==> config.mk <==
export PLATFORM = sky130hd
export DESIGN_NAME = arbiter_client
export DESIGN_NICKNAME = d
export VERILOG_FILES = /design/src/rtl/arbiter_client.sv
export SDC_FILE = /design/constraint.sdc
export NUM_CORES = 1
export LEC_CHECK = 0
export BUFFER_PORTS_ARGS = -buffer_cell sky130_fd_sc_hd__buf_2
export CAP_MARGIN = 40
export CORE_UTILIZATION = 45
export CTS_CLUSTER_SIZE = 16
export DETAILED_ROUTE_END_ITERATION = 7
export SLEW_MARGIN = 20
export SYNTH_ARGS = -nofsm -noshare
export SYNTH_HDL_FRONTEND = slang
export SYNTH_SLANG_ARGS = --single-unit
==> constraint.sdc <==
create_clock -name clk -period 7.03 [get_ports clk]
set_clock_uncertainty 0.1 [all_clocks]
set_input_delay 1.0545 -clock clk [delete_from_list [all_inputs] [get_ports clk]]
set_output_delay 1.0545 -clock clk [all_outputs]
set_load 0.02 [all_outputs]
==> src/rtl/arbiter_client.sv <==
// arbiter_client: queues producer payloads and presents them to a shared arbiter.
// It flags starvation after TIMEOUT ungranted cycles and flags grants that arrive while the queue is idle.
module arbiter_client #(
  parameter int DW      = 32,
  parameter int DEPTH   = 4,
  parameter int TIMEOUT = 255
) (
  input  logic                    clk,
  input  logic                    reset,
  input  logic                    in_valid,
  input  logic [DW-1:0]           in_data,
  output logic                    in_ready,
  output logic                    request,
  input  logic                    grant,
  output logic                    out_valid,
  output logic [DW-1:0]           out_data,
  output logic [$clog2(DEPTH):0]  count,
  output logic                    starved,
  output logic                    err_grant
);
  localparam int AW = $clog2(DEPTH);
  localparam logic [AW:0] FULL = (AW+1)'(DEPTH);
  localparam logic [15:0] TO = 16'(TIMEOUT);
  logic [DW-1:0] mem_q [DEPTH];
  logic [AW-1:0] wr_q, wr_d, rd_q, rd_d;
  logic [AW:0]   cnt_q, cnt_d;
  logic [15:0]   wait_q, wait_d;
  logic          ov_q, ov_d, err_q, err_d;
  logic [DW-1:0] od_q, od_d;
  logic          push, pop;
  assign in_ready  = cnt_q < FULL;
  assign request   = cnt_q != '0;
  assign push      = in_valid & in_ready;
  assign pop       = grant & request;
  assign out_valid = ov_q;
  assign out_data  = od_q;
  assign count     = cnt_q;
  assign starved   = wait_q == TO;
  assign err_grant = err_q;
  always_comb begin
    wr_d   = push ? wr_q + AW'(1) : wr_q;
    rd_d   = pop ? rd_q + AW'(1) : rd_q;
    cnt_d  = cnt_q + (AW+1)'(push) - (AW+1)'(pop);
    ov_d   = pop;
    od_d   = pop ? mem_q[rd_q] : od_q;
    err_d  = err_q | (grant & ~request);
    // the wait counter only runs while a request is outstanding and ungranted
    wait_d = (pop || !request) ? '0 : (wait_q == TO ? wait_q : wait_q + 16'd1);
  end
  always_ff @(posedge clk) begin
    if (reset) begin
      wr_q   <= '0;
      rd_q   <= '0;
      cnt_q  <= '0;
      wait_q <= '0;
      ov_q   <= 1'b0;
      od_q   <= '0;
      err_q  <= 1'b0;
    end else begin
      wr_q   <= wr_d;
      rd_q   <= rd_d;
      cnt_q  <= cnt_d;
      wait_q <= wait_d;
      ov_q   <= ov_d;
      od_q   <= od_d;
      err_q  <= err_d;
    end
  end
  always_ff @(posedge clk) begin
    if (push && !reset) mem_q[wr_q] <= in_data;
  end
endmodule

==> impl_results.md <==
* Hpwl dp at 7848 µm
* Status: completed
* Sequential element share of the synthesized area at between 70% and 80%
* Post-synthesis cell count at between 400 and 500
* Share of the synthesized area in the top cell type at between 50 and 60%
* Synth cell types at 32
* Die W at 125.8 µm
* Kind of critical path: reg -> out
* Share of cells above drive strength 1 at between 20% and 30%
* Worst-margin pin slew at between 0.7 and 0.8 ns
* Initial Util at 46.77%
* IO buf count at 75
* Cell Pwr Density at 342.1 nW/µm²
* Worst Path Required at 5.88 ns
* Number of vias in the routed layout at 3798
* Pre-CTS setup slack at 3.998 ns
* EDFF count, synth at ~130
* RSZ-0062 raised after global routing: no
* Ys async rst share at 0%
* Vias per cell at 5.231
* Die area at between 15000 and 20000 µm²
* Post-route clock period utilization at 49.62%
* Placer Congestion at between 0.7 and 0.8
* Routed Antenna Nets at 0
* #FFs+latches synth at 185
* Worst-Skew Late Latency at 0.41 ns
* Die Y at 125.8 µm
* Routed len/inst at ~17 µm
* Nets at 572
* Antenna violations before repair at 2
* Crit-path max FO at 14
* Resized cells post-CTS at 0
* Hold/Removal Path Class: reg -> reg
* Critical path startpoint category: flop
* Reg2reg start: count[1]
* Fillers at 1191
* Final WS setup at 3.542 ns
* Reg clk slew, reported paths at around 0.070 ns
* Fin Hold WS at about 0.35 ns
* Clock power frac at 32.3%
* Syn. warnings at 0
* Core ar. at 14750 µm²
* Net Sw Power at 774.4 µW
* GRT Resource Usage Total at between 10% and 20%
* Flop pwr share at 47.2%
* Largest net degree at the start of global routing at 44
* Sw Ratio at 27.70%
* Mean post-synth cell area at 15.44 µm²
* First-pass GRT wire length at just over 20000 µm
* Routed WL at between 10000 and 15000 µm
* Largest cells by area after synthesis: edfxtp_1, dfxtp_1, mux4_2
* Cell Rows at 44
* I/O pins at 76
* CTS H-tree lvls at 4
* Final Hold Viols at 0
* TritonCTS clock tree: built
* Relative slew slack at 52.33%
* Final worst path period need at 3.488 ns
* Clock sink count at 185
* CTS max path bufs at 2
* Number of setup violations in the final report at 0
* Number of global-route vias before repair at around 3800
* 1st-iter DRT viols at 246
* Post-synth top area cell: edfxtp_1
* Tot Pwr at 2.796 mW
* Worst EP arrival at about 2.3 ns
* Cts hold-fix bufs at 0
* Worst VDD drop at roughly 170 µV
* Root buffer cell: clkbuf_16
* Overflow after GRT at 0
* Mapped Nets at 491
* Util after Layout at a little under three fifths
* Max-capacitance violation count at 0
* Mapped Area at 6900 µm²
* Top_reg_cell synth: edfxtp_1
* CP startpoint: wait_q[11]
* Worst min-delay path startpoint: out_data[17]
* CTS Buf Count at 17
* Slew Viols, Final at 0
* First-pass DRT Iterations at 4
* Layout area overhead at 18.42%
* Combinational share of power at 20.5%
* Residual DRC at 0
* Setup bufs post-CTS at 0
* Leak at 2.811 nW
* TNS Setup at 0 ns
* Int Pwr at ~2.0 mW
* Crit. End Element: primary output
* Max Freq at 0.2867 GHz
## critical path, stage by stage (launching register included)
cell and delay, ns:
dfxtp_1 0.36, or4_4 0.58, nor4_4 0.68, buf_2 0.29
## synthesized netlist by cell type (2+ instances only)
library cell and number:
ha_1 7, clkbuf_1 16, a21oi_1 40, or4_1 2, xnor2_1 11, nor3_1 4
xor2_1 2, o21ai_1 5, nor4_1 4, nor2b_1 3, mux4_2 32, and2_1 5
nand4_1 4, buf_2 4, nand3_1 5, dfxtp_1 57, edfxtp_1 128, inv_1 10
nor2_1 20, nand2_1 71, or3_1 6
## state kept, by name (all words and copies together) (netlist names)
register / count
out_valid: 1
wait_q: 16
mem_q: 128
err_grant: 1
rd_q: 2
wr_q: 2
out_data: 32
count: 3
## metal layers
layer  global-route usage (%)  routed length, µm  part of all wire [%]  vias up
met5                        0                 10                 0.080        -
met4                    7.442                116                  0.92        2
met3                    4.418                419                   3.3       11
met2                    27.78               6100                    49       74
met1                    22.92               5930                    47     1890
li1                         -                  -                     -     1821
## per-stage QoR
step / cell area (µm²) / instances
6_report: 8172 / 726
5_1_grt: 8169 / 725
4_1_cts: 8142 / 724
3_5_place_dp: 7571 / 692
3_3_place_gp: 7441 / 687
2_1_floorplan: 6900 / 447
## power by group through the flow
stage,registers (mW),clock network (mW),logic [mW]
6_report,1.32,0.904,0.573
5_1_grt,1.33,0.971,0.631
4_1_cts,1.32,0.924,0.586
3_5_place_dp,1.34,0,0.583
3_3_place_gp,1.35,0,0.554
2_1_floorplan,1.40,0,0.349
## kinds of logic (layout without fill, tap and decap cells)
kind of cell,count (synthesis),in the layout,synth area share [%]
xor gates and xnor gates,13,13,1.650
buffers and inverters,33,127,1.976
adders and majority gates,8,8,1.559
DFF,185,185,72.24
and+or+nand+nor,129,129,8.649
other,0,1,0
AOI/OAI and AO/OA,46,46,3.336
muxes,33,33,10.59
## path summary, 6_finish.rpt
| path | endpoint | slack (ns) | cells past startpoint |
|---|---|---|---|
| worst min register to register | out_data[17] | 0.35 | 2 |
| worst max-delay path | starved | 3.54 | 3 |
| worst max register to register | count[2] | 4.65 | 11 |
| worst min-delay path | out_data[17] | 0.35 | 2 |
## cell usage in the layout (no fill, tap or decap), types with 2 or more instances in the layout
cell type | synthesis | routed
dfxtp_1 | 57 | 55
xnor2_1 | 11 | 11
xor2_1 | 2 | 2
inv_6 | 0 | 3
nor4_1 | 4 | 4
nor2_1 | 20 | 20
edfxtp_1 | 128 | 128
buf_2 | 4 | 75
or4_1 | 2 | 2
clkinvlp_4 | 0 | 3
nor3_1 | 4 | 4
dfxtp_2 | 0 | 2
nand2_1 | 71 | 71
inv_1 | 10 | 10
buf_4 | 0 | 3
and2_2 | 0 | 4
clkinv_1 | 1 | 3
nand4_1 | 4 | 4
o21ai_1 | 5 | 5
buf_16 | 0 | 5
clkbuf_8 | 0 | 2
or3_1 | 6 | 6
clkinv_4 | 0 | 3
nor2b_1 | 3 | 3
a21oi_1 | 40 | 40
mux4_2 | 32 | 32
nand3_1 | 5 | 5
clkbuf_16 | 0 | 17
ha_1 | 7 | 7
## layout make-up
class                   instances  area, µm²  share of cell area, %
flip-flops and latches        185       4987                  61.03
multi-input cells             229       1784                  21.83
repair buffers                 84      555.5                  6.798
clock buffers                  19      452.9                  5.543
well taps                     184      230.2                  2.817
clock inverters                13      117.6                  1.439
inverters                      11      41.29                 0.5053
diodes                          1      2.502                0.03062
Note: power is estimated with default switching activity, not from simulation.
